===== src/rtl/regbank_if.sv =====
// Decode <-> register bank interface: operand reads, issue tracking,
// WB write port and the resulting stall/error indications.
// Optional feature macro (used by regbank_scoreboard): REGBANK_STALL_COUNT_EN.

`ifndef REG_ADDR
`define REG_ADDR 5
`endif
`ifndef REG_SIZE
`define REG_SIZE 32
`endif

interface regbank_if;
  logic [`REG_ADDR-1:0] rd_addr1;
  logic [`REG_ADDR-1:0] rd_addr2;
  logic                 rd_use1;
  logic                 rd_use2;
  logic [`REG_SIZE-1:0] rd_data1;
  logic [`REG_SIZE-1:0] rd_data2;
  logic                 issue_valid;
  logic                 issue_regwrite;
  logic [`REG_ADDR-1:0] issue_dest;
  logic                 wb_we;
  logic [`REG_ADDR-1:0] wb_addr;
  logic [`REG_SIZE-1:0] wb_data;
  logic                 stall;
  logic                 err_underflow;

  // Decode/WB side: drives addresses, issue and write-back.
  modport master (
    output rd_addr1, rd_addr2, rd_use1, rd_use2,
    output issue_valid, issue_regwrite, issue_dest,
    output wb_we, wb_addr, wb_data,
    input  rd_data1, rd_data2, stall, err_underflow
  );

  // Register bank side.
  modport slave (
    input  rd_addr1, rd_addr2, rd_use1, rd_use2,
    input  issue_valid, issue_regwrite, issue_dest,
    input  wb_we, wb_addr, wb_data,
    output rd_data1, rd_data2, stall, err_underflow
  );
endinterface


===== src/rtl/regbank_scoreboard.sv =====
// Register file with write-through bypass plus a per-register pending-write
// scoreboard that raises stall on RAW hazards or a saturated counter.
// Optional feature macro: REGBANK_STALL_COUNT_EN adds a saturating
// stall_cycles output counting stalled cycles.

`ifndef REG_ADDR
`define REG_ADDR 5
`endif
`ifndef REG_SIZE
`define REG_SIZE 32
`endif

module regbank_scoreboard #(
  parameter int NREGS = 32,
  parameter int CNT_W = 2
) (
  input  logic        clk,
  input  logic        reset,
  regbank_if.slave    bus
`ifdef REGBANK_STALL_COUNT_EN
  ,
  output logic [31:0] stall_cycles
`endif
);

  localparam logic [CNT_W-1:0] CNT_MAX  = '1;
  localparam logic [CNT_W-1:0] CNT_ONE  = CNT_W'(1);
  localparam logic [CNT_W-1:0] CNT_ZERO = '0;

  logic [`REG_SIZE-1:0] regs_q [NREGS];
  logic [CNT_W-1:0]     cnt_q  [NREGS];
  logic [CNT_W-1:0]     cnt_d  [NREGS];
  logic                 err_q, err_d;

  logic             retire, issue_req, issue_fire;
  logic             haz1, haz2, full;
  logic [NREGS-1:0] inc_vec, dec_vec;

  // Operand reads: r0 is zero, then WB bypass, then the stored value.
  always_comb begin
    if (bus.rd_addr1 == '0)                          bus.rd_data1 = '0;
    else if (bus.wb_we && bus.wb_addr == bus.rd_addr1) bus.rd_data1 = bus.wb_data;
    else                                             bus.rd_data1 = regs_q[bus.rd_addr1];
    if (bus.rd_addr2 == '0)                          bus.rd_data2 = '0;
    else if (bus.wb_we && bus.wb_addr == bus.rd_addr2) bus.rd_data2 = bus.wb_data;
    else                                             bus.rd_data2 = regs_q[bus.rd_addr2];
  end

  // Hazard detection; a last pending write retiring this cycle is covered by the bypass.
  always_comb begin
    retire    = bus.wb_we && (bus.wb_addr != '0);
    issue_req = bus.issue_valid && bus.issue_regwrite && (bus.issue_dest != '0);
    haz1 = bus.rd_use1 && (bus.rd_addr1 != '0) && (cnt_q[bus.rd_addr1] != CNT_ZERO) &&
           !((cnt_q[bus.rd_addr1] == CNT_ONE) && retire && (bus.wb_addr == bus.rd_addr1));
    haz2 = bus.rd_use2 && (bus.rd_addr2 != '0) && (cnt_q[bus.rd_addr2] != CNT_ZERO) &&
           !((cnt_q[bus.rd_addr2] == CNT_ONE) && retire && (bus.wb_addr == bus.rd_addr2));
    full       = issue_req && (cnt_q[bus.issue_dest] == CNT_MAX);
    bus.stall  = haz1 || haz2 || full;
    issue_fire = issue_req && !bus.stall;
    bus.err_underflow = err_q;
  end

  // Scoreboard next state: simultaneous inc/dec on one register cancel out.
  // NOTE: every variable written here gets a default first, so no latch is inferred.
  always_comb begin
    cnt_d   = cnt_q;
    err_d   = err_q;
    inc_vec = issue_fire ? (NREGS'(1) << bus.issue_dest) : '0;
    dec_vec = retire     ? (NREGS'(1) << bus.wb_addr)    : '0;
    for (int r = 1; r < NREGS; r++) begin
      if (inc_vec[r] && !dec_vec[r]) begin
        cnt_d[r] = cnt_q[r] + CNT_ONE;
      end else if (dec_vec[r] && !inc_vec[r]) begin
        if (cnt_q[r] == CNT_ZERO) err_d    = 1'b1;
        else                      cnt_d[r] = cnt_q[r] - CNT_ONE;
      end
    end
  end

  // State registers: register file, counters and sticky error.
  // NOTE: the register file is reset on purpose -- all registers must read 0 after reset.
  always_ff @(posedge clk) begin
    if (reset) begin
      for (int r = 0; r < NREGS; r++) begin
        regs_q[r] <= '0;
        cnt_q[r]  <= '0;
      end
      err_q <= 1'b0;
    end else begin
      // NOTE: non-blocking assignments so every register samples pre-edge values.
      if (retire) regs_q[bus.wb_addr] <= bus.wb_data;
      cnt_q <= cnt_d;
      err_q <= err_d;
    end
  end

`ifdef REGBANK_STALL_COUNT_EN
  logic [31:0] stall_cycles_q;

  // Saturating count of stalled cycles.
  always_ff @(posedge clk) begin
    if (reset)                             stall_cycles_q <= '0;
    else if (bus.stall && !(&stall_cycles_q)) stall_cycles_q <= stall_cycles_q + 32'd1;
  end

  assign stall_cycles = stall_cycles_q;
`endif

endmodule

===== src/flat_wrapper.sv =====
// flat-port wrapper written by rule: the top's interface ports become plain ports
module regbank_scoreboard_flat 
#(
  parameter int NREGS = 32,
  parameter int CNT_W = 2
)
  (clk, reset, bus_rd_addr1, bus_rd_addr2, bus_rd_use1, bus_rd_use2, bus_issue_valid, bus_issue_regwrite, bus_issue_dest, bus_wb_we, bus_wb_addr, bus_wb_data, bus_rd_data1, bus_rd_data2, bus_stall, bus_err_underflow);
  regbank_if bus_i ();
  input  logic clk;
  input  logic reset;
  input wire logic [$bits(bus_i.rd_addr1)-1:0] bus_rd_addr1;
  input wire logic [$bits(bus_i.rd_addr2)-1:0] bus_rd_addr2;
  input wire logic [$bits(bus_i.rd_use1)-1:0] bus_rd_use1;
  input wire logic [$bits(bus_i.rd_use2)-1:0] bus_rd_use2;
  input wire logic [$bits(bus_i.issue_valid)-1:0] bus_issue_valid;
  input wire logic [$bits(bus_i.issue_regwrite)-1:0] bus_issue_regwrite;
  input wire logic [$bits(bus_i.issue_dest)-1:0] bus_issue_dest;
  input wire logic [$bits(bus_i.wb_we)-1:0] bus_wb_we;
  input wire logic [$bits(bus_i.wb_addr)-1:0] bus_wb_addr;
  input wire logic [$bits(bus_i.wb_data)-1:0] bus_wb_data;
  output wire logic [$bits(bus_i.rd_data1)-1:0] bus_rd_data1;
  output wire logic [$bits(bus_i.rd_data2)-1:0] bus_rd_data2;
  output wire logic [$bits(bus_i.stall)-1:0] bus_stall;
  output wire logic [$bits(bus_i.err_underflow)-1:0] bus_err_underflow;
  assign bus_i.rd_addr1 = bus_rd_addr1;
  assign bus_i.rd_addr2 = bus_rd_addr2;
  assign bus_i.rd_use1 = bus_rd_use1;
  assign bus_i.rd_use2 = bus_rd_use2;
  assign bus_i.issue_valid = bus_issue_valid;
  assign bus_i.issue_regwrite = bus_issue_regwrite;
  assign bus_i.issue_dest = bus_issue_dest;
  assign bus_i.wb_we = bus_wb_we;
  assign bus_i.wb_addr = bus_wb_addr;
  assign bus_i.wb_data = bus_wb_data;
  assign bus_rd_data1 = bus_i.rd_data1;
  assign bus_rd_data2 = bus_i.rd_data2;
  assign bus_stall = bus_i.stall;
  assign bus_err_underflow = bus_i.err_underflow;
  regbank_scoreboard #(.NREGS(NREGS), .CNT_W(CNT_W)) u_core (.clk(clk), .reset(reset), .bus(bus_i));
endmodule

===== config.mk =====
export PLATFORM = sky130hd
export DESIGN_NAME = regbank_scoreboard_flat
export DESIGN_NICKNAME = d
export VERILOG_FILES = /design/src/rtl/regbank_if.sv /design/src/rtl/regbank_scoreboard.sv /design/src/flat_wrapper.sv
export SDC_FILE = /design/constraint.sdc
export NUM_CORES = 2
export LEC_CHECK = 0
export ABC_CLOCK_PERIOD_IN_PS = 4100
export BUFFER_PORTS_ARGS = -buffer_cell sky130_fd_sc_hd__buf_2
export CAP_MARGIN = 15
export CORE_MARGIN = 1.5
export CORE_UTILIZATION = 55
export DETAILED_ROUTE_END_ITERATION = 6
export PLACE_DENSITY = 0.71
export SLEW_MARGIN = 10
export SYNTH_ARGS = -nofsm -noshare
export SYNTH_HDL_FRONTEND = slang
export SYNTH_SLANG_ARGS = --single-unit

===== constraint.sdc =====
create_clock -name clk -period 4.1 [get_ports clk]
set_input_delay 0.41 -clock clk [delete_from_list [all_inputs] [get_ports clk]]
set_output_delay 0.41 -clock clk [all_outputs]
set_load 0.005 [all_outputs]

==> impl_metrics.tcl <==
set metrics [dict create \
    status "complete, but fails checks" \
    violations "design-rule violations" \
    power_density_mw_per_mm2 393 \
    drc_errors 2 \
    critPathSlowestCell "mux4_2" \
    cts_tree "yes" \
    wl_um 193000 \
    vias_per_cell 6.87 \
    syn-instance-count 4229 \
    setup_tns_ns 0 \
    worstHoldPathType "primary input to flip-flop" \
    clk_pin_slew_ns 0.07 \
    nets 4355 \
    antenna_found_initial 17 \
    start_util 0.555 \
    syn_to_final_growth_pct 10.9 \
    vias 40000 \
    crit_required_ns 3.69 \
    path_max_fanout 48 \
    place_congestion 0.962 \
    whs_ns 0.0267 \
    synth_edf_count 1024 \
    holdBufCountCts 0 \
    ys_seq_elements 1087 \
    max_stage_delay_ns 0.54 \
    power.total_mw 26.8 \
    worst_pin_slew_ns 1.07 \
    h-tree-depth 3 \
    layout-drive-gt1-share 0.276 \
    clock_skew_ns 0.0148 \
    setup_viol 0 \
    ys_seq_area_frac 0.521 \
    cp_top_family "buffers and inverters" \
    finalCritPeriodShare 0.935 \
    hold_viol_final 0 \
    startpoint_type "primary input" \
    first_pass_iters 7 \
    design.core.area_mm2 0.111 \
    synth_top_area_frac 0.500 \
    max_freq_mhz 261 \
    fp-row-count 122 \
    drt_iter0_markers 5886 \
    irDropWorstVdd_v 0.000347 \
    dpl_cell_area_mm2 0.0645 \
    crit_arrival_ns 3.43 \
    cts_resized 0 \
    yosysWarnings 0 \
    slew_headroom 0.287 \
    final_core_util 0.616 \
    hpwl_um 113000 \
    yosys.area.top_type "edfxtp_1" \
    ys_types 52 \
    path_class "primary input to output pin" \
    grt_pass1_wl_um 276000 \
    die_area_mm2 0.114 \
    die_w_um 337 \
    ant_nets 0 \
    numCtsBuffers 113 \
    cts_root_buffer "clkbuf_16" \
    maxCapViolCount 0 \
    synth.avg_cell_area_um2 14.5 \
    ys.flop_type "edfxtp_1" \
    grt_overflow 0 \
    crit_chain "buf_8, buf_12, buf_4, mux4_2, nor2b_1, a211oi_1, a211oi_1, a21oi_1, a21oi_1, buf_4, buf_2" \
    period_needed_ns 3.84 \
    synthTopCellsByArea "edfxtp_1, mux4_2, and2_1, dfxtp_1, clkbuf_1" \
    cp-end-kind "output pin" \
    rsz0062_at_grt "no" \
    final_common_cell "edfxtp_1" \
    final_cell_mix "edfxtp_1, and2_1, mux4_2, o21ai_0, nor2_1" \
    grt_pass1_vias 39600 \
    syn_area_mm2 0.0615 \
    die_h_um 337 \
    cts_buffer_depth 3 \
    p_leak_nw 23.6 \
    wl_per_cell_um 33.2 \
    num_io_pins 125 \
    clk_latency_ns 0.71 \
    grt_max_degree 137 \
    async_reset_ff_frac 0 \
    grtUsageTotal 0.343 \
    path_buf_inv 5 \
    final_cell_area_mm2 0.0682 \
    post_cts_buffers 0 \
    cts.sinks 1087 \
    portBuffers 124 \
    report.final.slew_viol_count 0 \
]
## sequential cells by signal (all words and copies together), names as in the netlist
name,flops
u_core.regs_q,1024
u_core.cnt_q,62
u_core.bus.err_underflow,1
## per-stage QoR
| stage | setup slack, ns | instances |
|---|---|---|
| floorplan | 0.801 | 4260 |
| global placement | 0.107 | 5607 |
| detailed placement | 0.227 | 5607 |
| CTS | 0.273 | 5819 |
| global route | 0.0937 | 5819 |
| finish | 0.265 | 5820 |
## power by group
group / switching [mW] / internal [mW] / leakage (nW)
sequential: 0.290 / 12.7 / 10.3
clock: 4.51 / 5.87 / 1.79
combinational: 1.85 / 1.57 / 11.6
total: 6.65 / 20.2 / 23.6
## routing by layer
metal  global-route usage  routed length [um]  up-vias
li1                     -                   -    16200
met1                0.453               69000    20400
met2                0.539               90700     2739
met3               0.0824               22900      613
met4                0.167               10800        8
met5                    0                  54        -
## cell usage after synthesis, drive strengths merged, types with 33 or more instances
cell       n
buf      119
ha        62
a211oi    52
mux2i     96
clkbuf   304
nor2b     65
edfxtp  1024
nand4     33
and2     994
nand2    101
inv       34
o21ai    126
a21oi    103
dfxtp     63
mux4     644
nor2     149
## path summary, 6_finish.rpt
check	startpoint	slack, ns	depth (start not counted)	to
min	reset	0.03	2	u_core.cnt_q[8]
max reg2reg	u_core.cnt_q[17]	0.40	13	u_core.bus.err_underflow
min reg2reg	u_core.cnt_q[12]	0.58	2	u_core.cnt_q[13]
max	bus_rd_addr1[0]	0.26	11	bus_rd_data1[21]
## kinds of logic (layout without fill, tap and decap cells)
family / after synthesis / in the layout / synth area share
and+or+nand+nor: 1526 / 1526 / 0.148
DFF: 1087 / 1087 / 0.521
muxes: 772 / 772 / 0.258
buffers and inverters: 457 / 528 / 0.0302
AOI/OAI and AO/OA: 314 / 314 / 0.0297
adders and majority gates: 62 / 62 / 0.0126
xor gates and xnor gates: 10 / 10 / 0.00143
other: 1 / 33 / 0.0000610
## cell type report
class                   count  area, um2
repair buffers            282       2440
well taps                1488       1860
clock inverters            76        687
inverters                  34        133
flip-flops and latches   1087      32000
fillers                  7925      42500
clock buffers             136       2990
diodes                      1       2.50
multi-input cells        2716      28000
(Power assumes the default switching activity.)
